<file path="src/rtl/medfilt_pkg.sv">
// rtl/medfilt_pkg.sv - shared median-filter constants, FSM state type and window-count helper
// Purpose: padding-mode constants and the window-count function used by the window
//          generator and the median sorter, plus the window generator state type.
// Ports:   none (package).
package medfilt_pkg;

    localparam int PAD_NONE = 0;
    localparam int PAD_ZERO = 1;
    localparam int PAD_REPL = 2;

    typedef enum logic {
        ST_IDLE = 1'b0,
        ST_EMIT = 1'b1
    } win_state_t;

    // Number of window positions produced from one row beat.
    function automatic int npos(input int win, input int lane, input int pad_mode);
        return (pad_mode == PAD_NONE) ? (lane - win + 1) : lane;
    endfunction

endpackage

</file>
<file path="src/rtl/win_col_sel.sv">
// rtl/win_col_sel.sv - selects one (optionally padded) pixel of a buffered row for a window column
// Purpose: for window position pos_i and fixed element column C, return the source pixel
//          of one buffered row, applying zero or edge-replicate padding when out of range.
// Ports:   row_i  - LANE pixels of one buffered row, pixel i at [i*PIX_W +: PIX_W]
//          pos_i  - current window position
//          pix_o  - selected pixel
module win_col_sel
    import medfilt_pkg::*;
#(
    parameter int PIX_W    = 16,
    parameter int WIN      = 3,
    parameter int LANE     = 4,
    parameter int PAD_MODE = PAD_NONE,
    parameter int C        = 0
) (
    input  logic [LANE*PIX_W-1:0]    row_i,
    input  logic [$clog2(LANE)-1:0]  pos_i,
    output logic [PIX_W-1:0]         pix_o
);

    // Padded modes centre the window on pos, so the leftmost column looks H pixels back.
    localparam int OFF = (PAD_MODE == PAD_NONE) ? 0 : (WIN - 1) / 2;

    int src;

    always_comb begin
        pix_o = '0;
        src   = int'(pos_i) + C - OFF;
        if (PAD_MODE == PAD_REPL) begin
            if (src < 0) begin
                src = 0;
            end else if (src > LANE - 1) begin
                src = LANE - 1;
            end
        end
        // An out-of-range source matches no lane and leaves the zero default (zero padding).
        for (int i = 0; i < LANE; i++) begin
            if (src == i) begin
                pix_o = row_i[i*PIX_W +: PIX_W];
            end
        end
    end

endmodule

</file>
<file path="src/rtl/window_gen_param.sv">
// rtl/window_gen_param.sv - parametrised WIN x WIN window generator with valid/ready on both sides
// Purpose: accepts WIN rows of LANE pixels per beat and emits every WIN x WIN window across
//          the row segment, one window per accepted output beat, with optional border padding.
// Ports:   clk, rst                      - clock, asynchronous active-high reset
//          in_valid/in_ready/in_data     - row beat input, row r pixel i at [(r*LANE+i)*PIX_W]
//          win_valid/win_ready/win_data  - window output, element (r,c) at [(r*WIN+c)*PIX_W]
//          win_pos                       - window index within the current beat
//          win_last                      - final window of the current beat
module window_gen_param
    import medfilt_pkg::*;
#(
    parameter int PIX_W    = 16,
    parameter int WIN      = 3,
    parameter int LANE     = 4,
    parameter int PAD_MODE = 0
) (
    input  logic                        clk,
    input  logic                        rst,
    input  logic                        in_valid,
    output logic                        in_ready,
    input  logic [WIN*LANE*PIX_W-1:0]   in_data,
    output logic                        win_valid,
    input  logic                        win_ready,
    output logic [WIN*WIN*PIX_W-1:0]    win_data,
    output logic [$clog2(LANE)-1:0]     win_pos,
    output logic                        win_last
);

    localparam int PW   = $clog2(LANE);
    localparam int NPOS = npos(WIN, LANE, PAD_MODE);

    if ((WIN % 2) == 0 || WIN < 3) begin : g_bad_win
        $error("window_gen_param: WIN must be odd and >= 3");
    end
    if (PAD_MODE == PAD_NONE && LANE < WIN) begin : g_bad_lane
        $error("window_gen_param: LANE must be >= WIN without padding");
    end
    if (PAD_MODE < 0 || PAD_MODE > 2) begin : g_bad_pad
        $error("window_gen_param: PAD_MODE must be 0, 1 or 2");
    end

    win_state_t                 state_q, state_d;
    logic [PW-1:0]              pos_q, pos_d;
    logic [WIN*LANE*PIX_W-1:0]  buf_q, buf_d;

    logic out_take;
    logic last_take;
    logic load;

    always_comb begin
        win_valid = (state_q == ST_EMIT);
        win_pos   = pos_q;
        win_last  = (state_q == ST_EMIT) && (pos_q == PW'(NPOS - 1));
        out_take  = win_valid && win_ready;
        last_take = out_take && win_last;
        // Ready on the final accepted window as well as in IDLE, so the next beat
        // loads with no bubble.
        in_ready  = !rst && ((state_q == ST_IDLE) || last_take);
        load      = in_valid && in_ready;

        state_d = state_q;
        pos_d   = pos_q;
        buf_d   = buf_q;
        if (load) begin
            buf_d   = in_data;
            pos_d   = '0;
            state_d = ST_EMIT;
        end else if (last_take) begin
            pos_d   = '0;
            state_d = ST_IDLE;
        end else if (out_take) begin
            pos_d   = pos_q + PW'(1);
        end
    end

    always_ff @(posedge clk or posedge rst) begin
        if (rst) begin
            state_q <= ST_IDLE;
            pos_q   <= '0;
            buf_q   <= '0;
        end else begin
            state_q <= state_d;
            pos_q   <= pos_d;
            buf_q   <= buf_d;
        end
    end

    for (genvar r = 0; r < WIN; r++) begin : g_row
        for (genvar c = 0; c < WIN; c++) begin : g_col
            win_col_sel #(
                .PIX_W    (PIX_W),
                .WIN      (WIN),
                .LANE     (LANE),
                .PAD_MODE (PAD_MODE),
                .C        (c)
            ) u_sel (
                .row_i (buf_q[r*LANE*PIX_W +: LANE*PIX_W]),
                .pos_i (pos_q),
                .pix_o (win_data[(r*WIN+c)*PIX_W +: PIX_W])
            );
        end
    end

endmodule

</file>
<file path="config.mk">
export PLATFORM = sky130hd
export DESIGN_NAME = window_gen_param
export DESIGN_NICKNAME = d
export VERILOG_FILES = /design/src/rtl/medfilt_pkg.sv /design/src/rtl/win_col_sel.sv /design/src/rtl/window_gen_param.sv
export SDC_FILE = /design/constraint.sdc
export NUM_CORES = 1
export LEC_CHECK = 0
export CORE_MARGIN = 8
export CORE_UTILIZATION = 37
export CTS_CLUSTER_DIAMETER = 50
export DETAILED_ROUTE_END_ITERATION = 7
export GPL_ROUTABILITY_DRIVEN = 0
export MAX_ROUTING_LAYER = met4
export PLACE_DENSITY = 0.65
export REMOVE_ABC_BUFFERS = 1
export SKIP_LAST_GASP = 1
export SLEW_MARGIN = 20
export SYNTH_ARGS = -nofsm -noshare
export SYNTH_HDL_FRONTEND = slang
export SYNTH_SLANG_ARGS = --single-unit
</file>
<file path="constraint.sdc">
create_clock -name clk -period 12.1 [get_ports clk]
set_input_delay 2.42 -clock clk [delete_from_list [all_inputs] [get_ports clk]]
set_output_delay 2.42 -clock clk [all_outputs]
set_load 0.03 [all_outputs]
</file>
# ---- Yosys cells after proc, flatten, opt, wreduce, memory -nomap -nowiden
# Index checks and enable logic that the tools add are counted.
dict set report totals {
  out_inout_bits 149
  latchBits 0
  memories 0
  ram_bits 0
  regBits 195
  mem_bits_ro 0
}
dict set report classes {
  div 0
  shift 0
  n_mul 0
  bitwise_logic 1
  addsub 3
  order_cmp 0
  muxes 41
  eq_ne 10
  n_reduce_logical 12
}
# operator n
set ops {}
lappend ops {{$mux W16} 36}
lappend ops {{$eq A32 B3 Y1 const B} 4}
lappend ops {{$logic_not A32 Y1} 3}
lappend ops {{$eq A32 B2 Y1 const B} 2}
lappend ops {{$mux W2} 3}
lappend ops {{$logic_and A1 B1 Y1} 5}
lappend ops {{$eq A2 B1 Y1 const B} 2}
lappend ops {{$eq A2 B2 Y1 const B} 2}
lappend ops {{$add A2 B1 Y3 const B} 1}
lappend ops {{$add A2 B2 Y3 const B} 1}
lappend ops {{$reduce_bool A3 Y1} 1}
lappend ops {{$add A2 B1 Y2 const B} 1}
lappend ops {{$mux W1} 2}
lappend ops {{$reduce_bool A2 Y1} 1}
lappend ops {{$logic_not A1 Y1} 1}
lappend ops {{$logic_or A1 B1 Y1} 1}
lappend ops {{$not A1 Y1} 1}

# ---- Depth between registers and ports, before layout
# Gate-level depths: netlist (run 1).
dict set report logic_depth {
  ltp_word 7
  depth_mapped 8
  mapped_depth_nobuf 5
}

# ---- Hierarchy
# From an unflattened synthesis (run 1), not the netlist that was laid out.
dict set report hier_totals {
  hier_cells 710
  hier_area_um2 11315.9
}
# mod seq_area_each_um2 cells_per_inst instances area_per_inst_um2
set modules_own_cells {}
lappend modules_own_cells {window_gen_param 4879.7 425 1 8117.8}
lappend modules_own_cells {{win_col_sel (g_row[0].g_col[0].u_sel ...)} 0.0 20 3 424.2}
lappend modules_own_cells {{win_col_sel (g_row[0].g_col[1].u_sel ...)} 0.0 39 3 381.6}
lappend modules_own_cells {{win_col_sel (g_row[0].g_col[2].u_sel ...)} 0.0 36 3 260.2}

# ---- Worst setup path after synthesis (run 1)
# No wires, ideal clock.
dict set report synth_timing {
  path_type {reg-to-output}
  from {register pos_q[1], in the netlist win_pos[1]}
  to {output win_data[85]}
  t_arrival_ps 3085
  path_slack_ps 6595
  path_stages_with_launch 8
  path_buffers 2
  required_ps 9680
  path_cell_list {dfrtp_1 inv_1 ha_1 or2_2 buf_2 buf_2 a211oi_1 a2111oi_0}
}
dict set report synth_between {
  elab_chain_len 6
}
# element line_no
set synth_rtl {}
lappend synth_rtl {{start: declaration} window_gen_param.sv:43} ;# logic [PW-1:0] pos_q, pos_d;
lappend synth_rtl {{start signal: assignment} window_gen_param.sv:83} ;# pos_q <= pos_d;
lappend synth_rtl {{$add A2 B2 Y3 *} win_col_sel.sv:28} ;# src = int'(pos_i) + C - OFF;
lappend synth_rtl {{$logic_not A32 Y1} win_col_sel.sv:38} ;# if (src == i) begin
lappend synth_rtl {{$mux W16 (3 in series)} win_col_sel.sv:38}
lappend synth_rtl {{$mux W16 *} win_col_sel.sv:38}
lappend synth_rtl {{end: declaration} window_gen_param.sv:24} ;# output logic [WIN*WIN*PIX_W-1:0] win_data,
# Mark *: on every way between the ends. The rest lies on a longest branch, timed or not.

# ---- Final worst setup path (run 1)
dict set report layout_timing {
  from {register pos_q[1], in the netlist win_pos[1]}
  to {output win_data[81]}
}
# The elaborated chain is that of the path after synthesis.

==> results of run 1 <==
==> final cells by class <==
type | count | area (um2)
diodes | 6 | 15.0
flip-flops and latches | 195 | 4880
multi-input cells | 749 | 6020
repair buffers | 357 | 3560
well taps | 402 | 503
inverters | 61 | 236
clock inverters | 10 | 103
clock buffers | 20 | 457
fillers | 2881 | 15500
==> registers in the layout, summed over array words and instances (netlist names) <==
signal     flops
buf_q        192
win_valid      1
win_pos        2
==> synth_stat cells, drive strengths merged, types with 2 or more instances <==
library cell / count
mux2: 192
inv: 61
nor3: 23
o21ai: 13
a22o: 24
nor2: 75
a211o: 12
o22ai: 17
ha: 6
dfrtp: 195
a221oi: 88
clkbuf: 67
a21oi: 50
nor2b: 3
or2: 3
nand2b: 2
nand2: 51
a2111oi: 32
o31ai: 24
nor3b: 20
a211oi: 54
a311oi: 12
and3b: 32
buf: 53
a221o: 12
==> routing by layer <==
metal	wire length, um	global-route usage	vias to the layer above
met2	20000	0.353	504
met4	845	0.0769	0
li1	-	-	4818
met5	0	-	-
met1	17800	0.288	5290
met3	3220	0.0507	59
==> worst paths after layout <==
path | cells after the start | startpoint | end
max in group asynchronous | 3 | rst | buf_q[148]
hold reg to reg | 1 | buf_q[39] | buf_q[39]
setup / recovery | 7 | win_pos[1] | win_data[81]
min in group asynchronous | 2 | rst | buf_q[79]
hold / removal | 1 | buf_q[39] | buf_q[39]
setup reg to reg | 6 | win_pos[1] | buf_q[32]
==> cells by family after synthesis <==
kind of cell / Yosys count
and+or+nand+nor: 211
DFF: 195
adders and majority gates: 6
buffers and inverters: 181
AOI/OAI and AO/OA: 339
muxes: 193
==> power breakdown <==
part / switching, mW / leakage [nW] / internal, mW
registers: 0.344 / 2.31 / 0.985
logic: 2.20 / 3.62 / 1.62
clock network: 0.269 / 0.269 / 0.296
==> metrics by stage <==
step	hold slack, ns	std cells	util
finish	0.513	1800	0.505
global route	0.538	1799	0.505
CTS	0.515	1794	0.504
detailed placement	0.496	1764	0.486
global placement	0.495	1764	0.486
floorplan	0.481	1005	-
==> run metrics, run 1 <==
initial antenna violation count=5; num rows=65; die width=193 um; Hold Violations, Final=0; Post-CTS Setup Bufs=0; clk sinks=195; Synth area leaders=dfrtp_1 42%, mux2_2 17%, a221oi_1 6.7%; RSZ-0062 raised after global routing=no; Synth top area share=0.421; IO Pins=345; Post-synth EDFFs=0; status=completed; largest family of logic cells by synthesized area=compound AO/OA/AOI/OAI gates; worst setup margin=5.01 ns; DRC viols=0; Synth Area in Adders=0.00648; Final Power=5.71 mW; final net count=1583; Remaining Overflow, GRT=0; crit path kind=flip-flop to output pin; Pleak=6.19 nW; drt pass-1 iters=6; PD cells=362 nW/um2; initial drt markers=777; Distinct cells, synth=33; R2R Setup Slk=8.34 ns; number of global-route vias before repair=10500; startpoint types=flip-flop; most frequent CP cell=buf_4; crit path max fanout=85; Hold Crit Class=flip-flop to flip-flop; Critical path buffers and inverters=4; clock latency at the later pin of the worst-skew pair=0.44 ns; crit path cell chain=inv_1 -> ha_4 -> buf_4 -> nor3_2 -> buf_4 -> a2111oi_0 -> clkdlybuf4s50_1; crit path DAT=4.67 ns; multiplexer area fraction after synthesis=0.187; Final HPWL DP=27400 um; CTS root buffer=clkbuf_16; Post-DP Area=15200 um2; die area=37200 um2; YS warnings=0; synthesized cell area=11600 um2; via count=10700; most frequent cells in the layout=344 x clkdlybuf4s50_1, 195 x dfrtp_1, 171 x mux2_2; FMAX=141 MHz; Pins Over Slew Limit=0; gr usage total=0.226; core footprint=31200 um2; post-route cell area=15800 um2; Hold Buf Count CTS=0; biggest cell delay along the critical path=0.81 ns; CP endpoint kind=output pin; average instance area after synthesis=10.3 um2; delay-heaviest family, CP=buffers and inverters; largest net degree at the start of global routing=196; Via density=5.93; Max Cap Violations=0; largest buffer count on any clock path=2; Setup WS pre-CTS=5.53 ns; synthesized flop and latch total=195; Post-Route WL=41900 um; worst-case vdd ir drop=246 uV; Least-Margin Pin Slew=1.27 ns; fin crit share=0.586; Die Ht=193 um; register area share after synthesis=0.421; leading area contributor after synthesis=dfrtp_1; Max transition margin=0.156; Setup TNS Final=0 ns; IO buf count=344; post-route ant nets=0; ys flop type=dfrtp_1; CP Data Required Time=9.68 ns; Post-Syn Instances=1125; layout cells sized above 1=0.165; CTS tree=done; Initial Utilization=0.371; total CTS buffers=17; Worst path slowest cell=buf_4; # setup viols final=0; WL per Instance=23.3 um; Worst Skew=0.00987 ns; H-tree depth=4; Post-Synth XOR/XNOR Area=0; Layout area overhead=36.1%; Async SR Flop Fraction=1.00; cts repair resizes=0; Reg clk slew, reported paths=0.07 ns; crit path time final=7.09 ns; most common cell after layout, fill and taps aside=clkdlybuf4s50_1; post-synthesis compound-gate area fraction=0.225; global-route wire length before repair=63400 um; post-synthesis simple-gate area fraction=0.0937
Power figures use the tool's default switching activity.
==> run 2: changes to the inputs <==
==> constraint.sdc (replaced) <==
create_clock -name clk -period 6.8 [get_ports clk]
set_input_delay 1.36 -clock clk [delete_from_list [all_inputs] [get_ports clk]]
set_output_delay 1.36 -clock clk [all_outputs]
set_load 0.03 [all_outputs]
==> run 2 against run 1 <==
Global-route usage is 0.49 points higher. First-iteration DRC count increased by 6.9%. Critical path depth did not move. Final cell count grew 0.50%. Total power rose by 81%. Clock skew barely moved. Critical endpoint is now win_data[126]. Design area grew 0.89%. Combinational power increased by 79%. Sequential cell count unchanged. Via count is 0.18% lower. Worst setup slack lost 3.9 ns. Sequential share of layout area down 0.27 points.
==> run metrics, run 2 (synthesis gave the netlist of run 1 again) <==
crit path DAT=4.31 ns; cts repair resizes=0; Die Ht=193 um; final net count=1592; clock latency at the later pin of the worst-skew pair=0.44 ns; post-route cell area=15900 um2; biggest cell delay along the critical path=0.83 ns; Post-CTS Setup Bufs=0; Max Cap Violations=0; fin crit share=0.834; Layout area overhead=37.3%; Least-Margin Pin Slew=1.04 ns; Via density=5.89; crit path time final=5.67 ns; Initial Utilization=0.371; initial drt markers=831; Hold Crit Depth=1; Post-Route WL=42800 um; gr usage total=0.231; drt pass-1 iters=5; initial antenna violation count=3; IO Pins=345; RSZ-0062 raised after global routing=no; Remaining Overflow, GRT=0; most frequent cells in the layout=344 x clkdlybuf4s50_1, 195 x dfrtp_1, 171 x mux2_2; core footprint=31200 um2; die area=37200 um2; num rows=65; CP endpoint kind=output pin; Hold Buf Count CTS=0; IO buf count=344; CP Data Required Time=5.44 ns; largest buffer count on any clock path=2; layout cells sized above 1=0.170; Clk pwr share=0.107; DRC viols=0; clk sinks=195; WL per Instance=23.7 um; total CTS buffers=17; Fin Hold WS=0.516 ns; # setup viols final=0; crit path kind=flip-flop to output pin; largest net degree at the start of global routing=135; die width=193 um; Switching Fraction=0.491; Post-DP Area=15300 um2; post-route ant nets=0; FMAX=176 MHz; max FFs per register=192; H-tree depth=4; Reg clk slew, reported paths=0.08 ns; global-route wire length before repair=64900 um; via count=10700; Max transition margin=0.309; worst-case vdd ir drop=476 uV; CTS root buffer=clkbuf_16; most common cell after layout, fill and taps aside=clkdlybuf4s50_1; Final Power=10.3 mW; Pins Over Slew Limit=0; Final HPWL DP=28300 um; Hold Violations, Final=0; net switching power=5.07 mW; crit path cell chain=inv_1 -> ha_4 -> buf_4 -> nand2b_1 -> o22ai_1 -> nor2_1 -> clkdlybuf4s50_1; Setup TNS Final=0 ns; Worst Skew=0.0101 ns; Pleak=6.28 nW; Pint=5.26 mW; Hold Crit Class=flip-flop to flip-flop; CTS tree=done; number of global-route vias before repair=10700; FF-to-FF path depth=6; Reg with most FFs=buf_q; sequential share of power=0.229; startpoint types=flip-flop; crit path max fanout=49; Worst path slowest cell=nand2b_1; status=completed; Comb power frac=0.664; PD cells=649 nW/um2
==> run 2: cell types whose count changed in the layout (fill, tap and decap cells not counted), sizes merged <==
cell      change
clkbuf        -3
bufinv        +2
diode         -2
buf           +9
clkinvlp      -1
inv           +4
==> run 2: path summary, 6_finish.rpt <==
| check | from | end | slack, ns |
|---|---|---|---|
| setup / recovery | win_pos[0] | win_data[126] | 1.13 |
| hold / removal | buf_q[40] | buf_q[40] | 0.52 |
| setup reg to reg | win_pos[1] | buf_q[7] | 3.13 |
| hold reg to reg | buf_q[40] | buf_q[40] | 0.52 |
| max in group asynchronous | rst | buf_q[97] | 4.09 |
| min in group asynchronous | rst | buf_q[85] | 1.70 |
==> run 2: layout make-up <==
type | count | area [um2]
well taps | 402 | 503
repair buffers | 366 | 3650
clock inverters | 15 | 193
diodes | 4 | 10.0
clock buffers | 17 | 425
inverters | 61 | 236
flip-flops and latches | 195 | 4880
fillers | 2823 | 15300
multi-input cells | 749 | 6020
==> run 2: critical path, delay by kind of cell (launching register included) <==
family	cells	cell delay (ns)
flip-flops	1	0.50
adder cells (fa/ha/maj)	1	0.57
buffers and inverters	3	1.51
AND/OR/NAND/NOR	2	1.04
AO/OA/AOI/OAI	1	0.21
==> run 2: stage by stage <==
step | std cells | setup slack (ns) | util
after global placement | 1773 | 1.64 | 0.489
after CTS | 1805 | 1.08 | 0.509
after global routing | 1808 | 0.908 | 0.509
after detailed placement | 1773 | 1.57 | 0.489
final | 1809 | 1.13 | 0.509
after floorplan | 1005 | -5.40 | -
==> run 2: per-layer routing <==
metal  routed length [um]  track usage
met5                    0            -
met1                18600        0.296
met3                 3270       0.0545
met4                  376       0.0388
met2                20600        0.375
==> run 2: power groups by stage <==
stage | combinational (mW) | sequential (mW) | clock (mW)
after CTS | 6.90 | 2.35 | 1.13
after global routing | 7.24 | 2.46 | 1.18
after global placement | 6.83 | 2.35 | 0
final | 6.85 | 2.36 | 1.11
after floorplan | 4.23 | 2.20 | 0
after detailed placement | 6.86 | 2.37 | 0
==> run 3: changes to the inputs <==
--- a/config.mk
+++ b/config.mk
@@ -11,7 +11,7 @@
 export DETAILED_ROUTE_END_ITERATION = 7
 export GPL_ROUTABILITY_DRIVEN = 0
 export MAX_ROUTING_LAYER = met4
-export PLACE_DENSITY = 0.65
+export PLACE_DENSITY = 0.68
 export REMOVE_ABC_BUFFERS = 1
 export SKIP_LAST_GASP = 1
 export SLEW_MARGIN = 20
==> constraint.sdc (replaced) <==
create_clock -name clk -period 4.6 [get_ports clk]
set_input_delay 0.92 -clock clk [delete_from_list [all_inputs] [get_ports clk]]
set_output_delay 0.92 -clock clk [all_outputs]
set_load 0.03 [all_outputs]
==> run 3 against run 2 <==
Utilization grew 0.36 points. Largest cell class unchanged. Global-route usage grew 0.31 points. Non-clock buffer count up 15. Routed wire length is 0.18% higher. First-iteration DRC count is 1.1% lower. Clock-buffer cell count rose by 2. Via count rose by 1.8%. Largest power group unchanged. Clock skew up 0.0041 ns.
==> run metrics, run 3 (synthesis gave the netlist of run 1 again) <==
total CTS buffers=17; Pins Over Slew Limit=0; Reg with most FFs=buf_q; # setup viols final=0; largest net degree at the start of global routing=123; Hold Crit Class=flip-flop to flip-flop; multi-input logic area=6020 um2; num rows=65; register area=4880 um2; global-route wire length before repair=65000 um; RSZ-0062 raised after global routing=no; # fillers=2788; Setup WS pre-CTS=0.507 ns; Max transition margin=0.428; net switching power=7.57 mW; DRC viols=0; Metal-1 WL=17800 um; crit path kind=flip-flop to output pin; via count=10800; IO Pins=345; number of global-route vias before repair=10900; initial drt markers=822; core footprint=31200 um2; Fin Hold WS=0.513 ns; sequential share of power=0.226; fin crit share=0.954; post-route ant nets=0; Final Power=15.4 mW; WL per Instance=23.5 um; worst-case vdd ir drop=567 uV; final net count=1607; most frequent cells in the layout=247 x clkdlybuf4s50_1, 195 x dfrtp_1, 171 x mux2_2; Initial Utilization=0.371; Hold Violations, Final=0; Hold Buf Count CTS=0; Top Metal Used=met4; cell count after placement=1785; CP endpoint kind=output pin; Least-Margin Pin Slew=0.858 ns; Final HPWL DP=28700 um; clock latency at the later pin of the worst-skew pair=0.46 ns; startpoint types=flip-flop; Finished Layout Cells=1825; Max Cap Violations=0; layout cells sized above 1=0.248; post-route cell area=16000 um2; Switching Fraction=0.491; drt pass-1 iters=5; crit path max fanout=51; clk sinks=195; crit path time final=4.39 ns; CTS tree=done; PD cells=963 nW/um2; Pleak=6.53 nW; worst setup margin=0.213 ns; IO buf count=344; largest buffer count on any clock path=2; crit path DAT=3.47 ns; Clk pwr share=0.108; max FFs per register=192; Layout area overhead=38.3%; CTS root buffer=clkbuf_16; Post-DP Area=15300 um2; H-tree depth=4; Via density=5.94; Pint=7.85 mW; Reg clk slew, reported paths=0.07 ns; Die Ht=193 um; Comb power frac=0.666; Post-Route WL=42900 um; wire length on met3=3510 um; met2 WL post-DR=20100 um; Worst Skew=0.0142 ns; most common cell after layout, fill and taps aside=clkdlybuf4s50_1; CP Data Required Time=3.68 ns; FMAX=228 MHz; die width=193 um; Remaining Overflow, GRT=0; die area=37200 um2; status=completed; gr usage total=0.234; initial antenna violation count=5
[run 3: routing by layer]
layer / GRT usage / vias up
met5: - / -
met4: 0.0979 / 0
met3: 0.0550 / 83
met2: 0.366 / 542
met1: 0.289 / 5342
li1: - / 4881
[run 3: worst paths after layout]
| kind | from | endpoint | slack, ns | cells past startpoint |
|---|---|---|---|---|
| max | win_pos[1] | win_data[56] | 0.21 | 6 |
| min | buf_q[35] | buf_q[35] | 0.51 | 1 |
| max reg2reg | win_pos[1] | buf_q[114] | 1.16 | 7 |
| min reg2reg | buf_q[35] | buf_q[35] | 0.51 | 1 |
| max in group asynchronous | rst | buf_q[13] | 2.65 | 3 |
| min in group asynchronous | rst | buf_q[186] | 1.08 | 2 |
[run 3: timing repair]
item,in CTS,in global routing
gates resized for setup,1,1
endpoints found under the setup margin,1,6
setup buffers,0,3
gates cloned,0,0
[run 3: worst max-delay path, stage by stage (launching register included)]
cell             delay (ns)
dfrtp_1                0.50
inv_1                  0.24
ha_4                   0.42
buf_4                  0.52
a221oi_1               0.18
o31ai_1                0.35
clkdlybuf4s50_1        0.74
[run 3: final cells by class]
class	count	share of cell area
Multi-Input combinational cell	749	0.376
Sequential cell	195	0.305
Timing Repair Buffer	381	0.233
Tap cell	402	0.0314
Clock buffer	19	0.0276
Inverter	61	0.0148
Clock inverter	13	0.0123
Antenna cell	5	0.000781
[run 3: stage by stage]
| step | setup TNS (ns) | utilization |
|---|---|---|
| 2_1_floorplan | -2089.69 | - |
| 3_3_place_gp | 0 | 0.491 |
| 3_5_place_dp | 0 | 0.491 |
| 4_1_cts | 0 | 0.511 |
| 5_1_grt | 0 | 0.513 |
| 6_report | 0 | 0.513 |
[run 3: power groups by stage]
stage	sequential, mW	clock [mW]	combinational [mW]
finish	3.48	1.67	10.3
global route	3.63	1.75	10.9
CTS	3.47	1.70	10.3
detailed placement	3.50	0	10.2
global placement	3.45	0	10.2
floorplan	3.25	0	6.25
